`config.mk`:
```
export PLATFORM = sky130hd
export DESIGN_NAME = writeback_stage_flat
export DESIGN_NICKNAME = d
export VERILOG_FILES = /design/src/rtl/writeback_stage_if.sv /design/src/rtl/writeback_stage.sv /design/src/flat_wrapper.sv
export SDC_FILE = /design/constraint.sdc
export NUM_CORES = 1
export LEC_CHECK = 0
export CAP_MARGIN = 10
export CELL_PAD_IN_SITES_DETAIL_PLACEMENT = 1
export CELL_PAD_IN_SITES_GLOBAL_PLACEMENT = 1
export CORE_AREA = 2 2 103 105
export DETAILED_ROUTE_END_ITERATION = 10
export DIE_AREA = 0 0 105 107
export DONT_BUFFER_PORTS = 1
export GPL_TIMING_DRIVEN = 0
export PLACE_DENSITY_LB_ADDON = 0.1
export SYNTH_ARGS = -nofsm -noshare
export SYNTH_HDL_FRONTEND = slang
export SYNTH_SLANG_ARGS = --single-unit
```
`constraint.sdc`:
```
create_clock -name clk -period 3.05 [get_ports clk]
set_input_delay 0.61 -clock clk [delete_from_list [all_inputs] [get_ports clk]]
set_output_delay 0.61 -clock clk [all_outputs]
set_load 0.01 [all_outputs]
```
`src/rtl/writeback_stage_if.sv`:
```
// Bundle of execute-side handshake, data-memory bus and register-bank write-back
// signals for writeback_stage. WB_FWD_EN adds the forwarding outputs.
interface writeback_stage_if;
    logic        ex_valid;
    logic        ex_ready;
    logic [31:0] IR_ex;
    logic [31:0] ALU_ex;
    logic [31:0] B_ex;
    logic        dmem_req;
    logic        dmem_we;
    logic [31:0] dmem_addr;
    logic [31:0] dmem_wdata;
    logic        dmem_gnt;
    logic        dmem_rvalid;
    logic [31:0] dmem_rdata;
    logic [31:0] LMD;
    logic [4:0]  rd_w;
    logic        wb_en;
`ifdef WB_FWD_EN
    logic        fwd_busy;
    logic [4:0]  fwd_rd;
    logic [31:0] fwd_data;

    modport master (
        input  ex_valid, IR_ex, ALU_ex, B_ex, dmem_gnt, dmem_rvalid, dmem_rdata,
        output ex_ready, dmem_req, dmem_we, dmem_addr, dmem_wdata, LMD, rd_w, wb_en,
        output fwd_busy, fwd_rd, fwd_data
    );
    modport slave (
        output ex_valid, IR_ex, ALU_ex, B_ex, dmem_gnt, dmem_rvalid, dmem_rdata,
        input  ex_ready, dmem_req, dmem_we, dmem_addr, dmem_wdata, LMD, rd_w, wb_en,
        input  fwd_busy, fwd_rd, fwd_data
    );
`else
    modport master (
        input  ex_valid, IR_ex, ALU_ex, B_ex, dmem_gnt, dmem_rvalid, dmem_rdata,
        output ex_ready, dmem_req, dmem_we, dmem_addr, dmem_wdata, LMD, rd_w, wb_en
    );
    modport slave (
        output ex_valid, IR_ex, ALU_ex, B_ex, dmem_gnt, dmem_rvalid, dmem_rdata,
        input  ex_ready, dmem_req, dmem_we, dmem_addr, dmem_wdata, LMD, rd_w, wb_en
    );
`endif
endinterface

```
`src/rtl/writeback_stage.sv`:
```
// Memory/write-back stage: retires ALU results, issues load/store requests and
// strobes the register bank. Optional macro WB_FWD_EN adds forwarding outputs.
module writeback_stage #(
    parameter logic [5:0] OP_LW = 6'h23,
    parameter logic [5:0] OP_SW = 6'h2B
) (
    input  logic              clk,
    input  logic              rst,
    writeback_stage_if.master bus
);
    typedef enum logic [1:0] {IDLE, REQ, WAIT, WB} state_e;
    typedef enum logic [1:0] {K_NONE, K_ALU, K_LOAD, K_STORE} kind_e;

    function automatic kind_e classify(input logic [5:0] op);
        if (op == OP_LW)                              return K_LOAD;
        else if (op == OP_SW)                         return K_STORE;
        else if (op == 6'h00 || op[5:3] == 3'b001)    return K_ALU;
        else                                          return K_NONE;
    endfunction

    state_e      state_q, state_d;
    kind_e       kind_q, kind_d, kind_in;
    logic [31:0] ir_q, ir_d;
    logic [31:0] alu_q, alu_d;
    logic [31:0] b_q, b_d;
    logic [31:0] lmd_q, lmd_d;
    logic [4:0]  rdw_q, rdw_d;

    assign kind_in = classify(bus.IR_ex[31:26]);

    always_comb begin
        state_d = state_q;
        kind_d  = kind_q;
        ir_d    = ir_q;
        alu_d   = alu_q;
        b_d     = b_q;
        lmd_d   = lmd_q;
        rdw_d   = rdw_q;
        case (state_q)
            IDLE: if (bus.ex_valid) begin
                ir_d   = bus.IR_ex;
                alu_d  = bus.ALU_ex;
                b_d    = bus.B_ex;
                kind_d = kind_in;
                case (kind_in)
                    K_ALU: begin
                        rdw_d   = bus.IR_ex[25:21];
                        lmd_d   = bus.ALU_ex;
                        state_d = WB;
                    end
                    K_LOAD: begin
                        rdw_d   = bus.IR_ex[25:21];
                        state_d = REQ;
                    end
                    K_STORE: state_d = REQ;
                    default: state_d = IDLE;   // unknown opcodes retire silently
                endcase
            end
            REQ:  if (bus.dmem_gnt) state_d = (kind_q == K_LOAD) ? WAIT : IDLE;
            WAIT: if (bus.dmem_rvalid) begin
                lmd_d   = bus.dmem_rdata;
                state_d = WB;
            end
            WB:      state_d = IDLE;
            default: state_d = IDLE;
        endcase
    end

    always_ff @(posedge clk) begin
        if (rst) begin
            state_q <= IDLE;
            kind_q  <= K_NONE;
            ir_q    <= '0;
            alu_q   <= '0;
            b_q     <= '0;
            lmd_q   <= '0;
            rdw_q   <= '0;
        end else begin
            state_q <= state_d;
            kind_q  <= kind_d;
            ir_q    <= ir_d;
            alu_q   <= alu_d;
            b_q     <= b_d;
            lmd_q   <= lmd_d;
            rdw_q   <= rdw_d;
        end
    end

    assign bus.ex_ready   = (state_q == IDLE);
    assign bus.dmem_req   = (state_q == REQ);
    assign bus.dmem_we    = (state_q == REQ) && (kind_q == K_STORE);
    assign bus.dmem_addr  = alu_q;
    assign bus.dmem_wdata = b_q;
    assign bus.LMD        = lmd_q;
    assign bus.rd_w       = rdw_q;
    // r0 is hardwired; the FSM still spends its WB cycle
    assign bus.wb_en      = (state_q == WB) && (rdw_q != 5'd0);

`ifdef WB_FWD_EN
    assign bus.fwd_busy = ((kind_q == K_LOAD) && (state_q != IDLE)) ||
                          ((kind_q == K_ALU)  && (state_q == WB));
    assign bus.fwd_rd   = ir_q[25:21];
    assign bus.fwd_data = lmd_q;
`endif

    logic unused_ir;
    assign unused_ir = ^ir_q;
endmodule
```
`src/flat_wrapper.sv`:
```
// flat-port wrapper written by rule: the top's interface ports become plain ports
module writeback_stage_flat 
#(
    parameter logic [5:0] OP_LW = 6'h23,
    parameter logic [5:0] OP_SW = 6'h2B
)
  (clk, rst, bus_ex_valid, bus_IR_ex, bus_ALU_ex, bus_B_ex, bus_dmem_gnt, bus_dmem_rvalid, bus_dmem_rdata, bus_ex_ready, bus_dmem_req, bus_dmem_we, bus_dmem_addr, bus_dmem_wdata, bus_LMD, bus_rd_w, bus_wb_en);
  writeback_stage_if bus_i ();
  input  logic clk;
  input  logic rst;
  input wire logic [$bits(bus_i.ex_valid)-1:0] bus_ex_valid;
  input wire logic [$bits(bus_i.IR_ex)-1:0] bus_IR_ex;
  input wire logic [$bits(bus_i.ALU_ex)-1:0] bus_ALU_ex;
  input wire logic [$bits(bus_i.B_ex)-1:0] bus_B_ex;
  input wire logic [$bits(bus_i.dmem_gnt)-1:0] bus_dmem_gnt;
  input wire logic [$bits(bus_i.dmem_rvalid)-1:0] bus_dmem_rvalid;
  input wire logic [$bits(bus_i.dmem_rdata)-1:0] bus_dmem_rdata;
  output wire logic [$bits(bus_i.ex_ready)-1:0] bus_ex_ready;
  output wire logic [$bits(bus_i.dmem_req)-1:0] bus_dmem_req;
  output wire logic [$bits(bus_i.dmem_we)-1:0] bus_dmem_we;
  output wire logic [$bits(bus_i.dmem_addr)-1:0] bus_dmem_addr;
  output wire logic [$bits(bus_i.dmem_wdata)-1:0] bus_dmem_wdata;
  output wire logic [$bits(bus_i.LMD)-1:0] bus_LMD;
  output wire logic [$bits(bus_i.rd_w)-1:0] bus_rd_w;
  output wire logic [$bits(bus_i.wb_en)-1:0] bus_wb_en;
  assign bus_i.ex_valid = bus_ex_valid;
  assign bus_i.IR_ex = bus_IR_ex;
  assign bus_i.ALU_ex = bus_ALU_ex;
  assign bus_i.B_ex = bus_B_ex;
  assign bus_i.dmem_gnt = bus_dmem_gnt;
  assign bus_i.dmem_rvalid = bus_dmem_rvalid;
  assign bus_i.dmem_rdata = bus_dmem_rdata;
  assign bus_ex_ready = bus_i.ex_ready;
  assign bus_dmem_req = bus_i.dmem_req;
  assign bus_dmem_we = bus_i.dmem_we;
  assign bus_dmem_addr = bus_i.dmem_addr;
  assign bus_dmem_wdata = bus_i.dmem_wdata;
  assign bus_LMD = bus_i.LMD;
  assign bus_rd_w = bus_i.rd_w;
  assign bus_wb_en = bus_i.wb_en;
  writeback_stage #(.OP_LW(OP_LW), .OP_SW(OP_SW)) u_core (.clk(clk), .rst(rst), .bus(bus_i));
endmodule
```
==> metrics <==
outcome finished, final reports clean; r2r setup slk 1.36 ns; drc violations 0; CP Depth 9; antenna violations before repair 0; hold bufs inserted after CTS 0; FF+latch count, synth 105; I/O pins 238; grt met3 use 10.4%; number of global-route vias before repair 3553; clk buf depth 2; non-filler cells, final 636; Post-CTS Resized 0; Hold Crit Class in2reg; post-synthesis sequential area ratio 48.3%; VDD IR-drop max 276 uV; GRT Resource Usage Total 21.3%; ANT cells 0; nets@finish 630; Setup Skew 0.0138 ns; GP Congestion 0.767; placed wire-length estimate 9.44 mm; setup TNS 0 ns; CP endpoint u_core.bus.LMD[9]$_SDFFE_PP0P_; Core Util, Final 46.7%; Bufs and invs on worst path 2; CTS root buffer clkbuf_8; # H-tree levels 3; fmax 0.431 GHz; Tcrit/Tclk final 76.0%; cell chain of the critical path nor4_1, a211oi_1, nor2_1, ha_1, nor4bb_1, buf_2, clkbuf_1, nor3_1, a211oi_2; final wirelength 12.2 mm; synth unique cells 32; global route overflow 0; Initial Util 43.1%; cell total after placement 620; GRT met2 Usage 36.9%; Core Box Area 10100 um^2; CP delay by family, top simple AND/OR/NAND/NOR gates; largest net degree at the start of global routing 17; DR vias 3427; Die W 105 um; DRT antenna net count 0; largest fanout on the critical path 10; busiest grt layer met2; cts bufs inserted 9; Placed Area 4520 um^2; RSZ-0062 raised after global routing no; synthesized cell area 4350 um^2; vias per inst 5.39; slew at the pin closest to its max-slew limit 0.725 ns; critical path data required time 3.33 ns; capturing point of the worst reg2reg path u_core.bus.dmem_wdata[12]$_SDFFE_PP0P_; Slew Limit Headroom 51.7%; worst setup margin 0.731 ns; syn_nets 619; Worst Setup SP bus_IR_ex[27]; Max-cap violations 0; Final Instance Area 4710 um^2; crit path kind in2reg; Die Y 107 um; critical path endpoint category flop; CTS Sinks 105; Final Hold Viols 0; port bufs 0; start of the worst register-to-register path u_core.state_q[0]$_SDFFE_PP0P_; Pre-Repair DR Iteration Count 4; critical path data arrival time 2.60 ns; CP max-delay cell clkbuf_1; type of origin of the critical path input port; global-route wire length before repair 18.7 mm; Final min period 2.32 ns; Synth Area per Inst 8.99 um^2; postcts setup bufs 0; Area growth syn-to-layout 8.26%; # fillers 1218; full die area 11200 um^2; met1 usage 23.1%; worst skew pair latency 0.37 ns; row cnt 37; Cells after Synth 484; Place WS 0.334 ns; CTS tree done; Worst path max stage delay 0.40 ns; Slew Limit Fails 0; reg2reg path depth 7; Warnings, synthesis 0; leak pwr 0.00166 uW; Avg WL per Cell 19.2 um; Power Density 624 nW/um^2; Final setup viols 0; layout cells sized above 1 14.0%; DRT iter0 DRCs 88; Clk pin slew, worst setup/hold paths 0.09 ns
## sequential cells by signal (all words and copies together) (netlist names)
register,cells
u_core.kind_q,2
u_core.bus.dmem_wdata,32
u_core.state_q,2
u_core.bus.dmem_addr,32
u_core.bus.rd_w,5
u_core.bus.LMD,32
## stage by stage
stage               power (uW)  hold WS (ns)
finish                    2940         0.351
global route              3100         0.324
CTS                       2980         0.331
detailed placement        2130         0.476
global placement          2110         0.469
floorplan                 2000         0.445
## per-layer routing
| layer | up-vias | wire length, um |
|---|---|---|
| li1 | 1672 | - |
| met1 | 1609 | 4740 |
| met2 | 129 | 5990 |
| met3 | 17 | 1320 |
| met4 | 0 | 158 |
| met5 | - | 0 |
## cell usage in the layout (no fill, tap or decap), drive strengths merged, types with 2 or more instances in the layout
master	count
nor3b	2
and3b	2
a21oi	66
a211oi	33
nor4bb	2
buf	24
mux2i	37
or2	2
clkbuf	34
ha	2
clkinvlp	2
nor3	32
dfxtp	105
nor2	7
nand2	132
nor2b	4
## Yosys cell counts
master,instances,area (um^2)
nand2_1,132,495
dfxtp_1,105,2100
a21oi_1,66,330
mux2i_1,37,370
nor3_1,32,160
a211oi_2,30,375
clkbuf_1,21,78.8
buf_2,13,65.1
nor2_1,7,26.3
buf_4,6,45.0
buf_6,5,56.3
nor2b_1,4,25.0
a211oi_1,3,22.5
and3b_1,2,17.5
ha_1,2,25.0
nor3b_1,2,15.0
nor4bb_1,2,20.0
a221oi_1,1,8.76
and2b_1,1,7.51
and3_1,1,6.26
clkbuf_2,1,5.00
nand3_1,1,5.00
nand3b_1,1,7.51
nand4bb_1,1,11.3
nor4_1,1,6.26
o21bai_1,1,7.51
o311a_1,1,10.0
o41ai_2,1,16.3
or2_1,1,6.26
or2_2,1,6.26
or3_1,1,6.26
or3b_1,1,8.76
## power by group
group / internal (uW) / total (uW) / switching, uW
registers: 1480 / 1620 / 135
logic: 187 / 469 / 282
clock network: 383 / 850 / 467
## cell families (layout without fill, tap and decap cells)
logic type / count (synthesis) / count (layout) / share of synthesized area [%]
compound gates: 103 / 103 / 17.7
fa+ha+maj: 2 / 2 / 0.575
buf+inv: 46 / 62 / 5.75
flops: 105 / 105 / 48.3
mux: 37 / 37 / 8.52
simple gates: 191 / 191 / 19.1
## cell type report
cell class              count  area (um^2)  share of cell area [%]
clock inverters             4         53.8                    1.14
multi-input cells         333         2000                    42.4
flip-flops and latches    105         2100                    44.6
well taps                 136          170                    3.61
plain buffers              46          250                    5.31
clock buffers              12          135                    2.87
## worst reg2reg max path: stages, from the launching register on
cell,delay [ns]
dfxtp_1,0.32
buf_2,0.17
or3b_1,0.35
clkbuf_1,0.15
buf_2,0.23
buf_4,0.21
nand2_1,0.08
a21oi_1,0.06
## worst min-delay path by stage
stage,endpoint,startpoint,slack (ns),cells past startpoint
6_report,u_core.kind_q[0]$_SDFFE_PP0P_,bus_IR_ex[30],0.35,1
5_1_grt,u_core.kind_q[0]$_SDFFE_PP0P_,bus_IR_ex[30],0.32,1
4_1_cts,u_core.kind_q[0]$_SDFFE_PP0P_,bus_IR_ex[30],0.33,1
3_5_place_dp,u_core.kind_q[1]$_SDFFE_PP0P_,u_core.kind_q[1]$_SDFFE_PP0P_,0.48,2
3_3_place_gp,u_core.kind_q[1]$_SDFFE_PP0P_,u_core.kind_q[1]$_SDFFE_PP0P_,0.47,2
2_1_floorplan,u_core.kind_q[1]$_SDFFE_PP0P_,u_core.kind_q[1]$_SDFFE_PP0P_,0.44,2
Note: power is estimated with default switching activity, not from simulation.
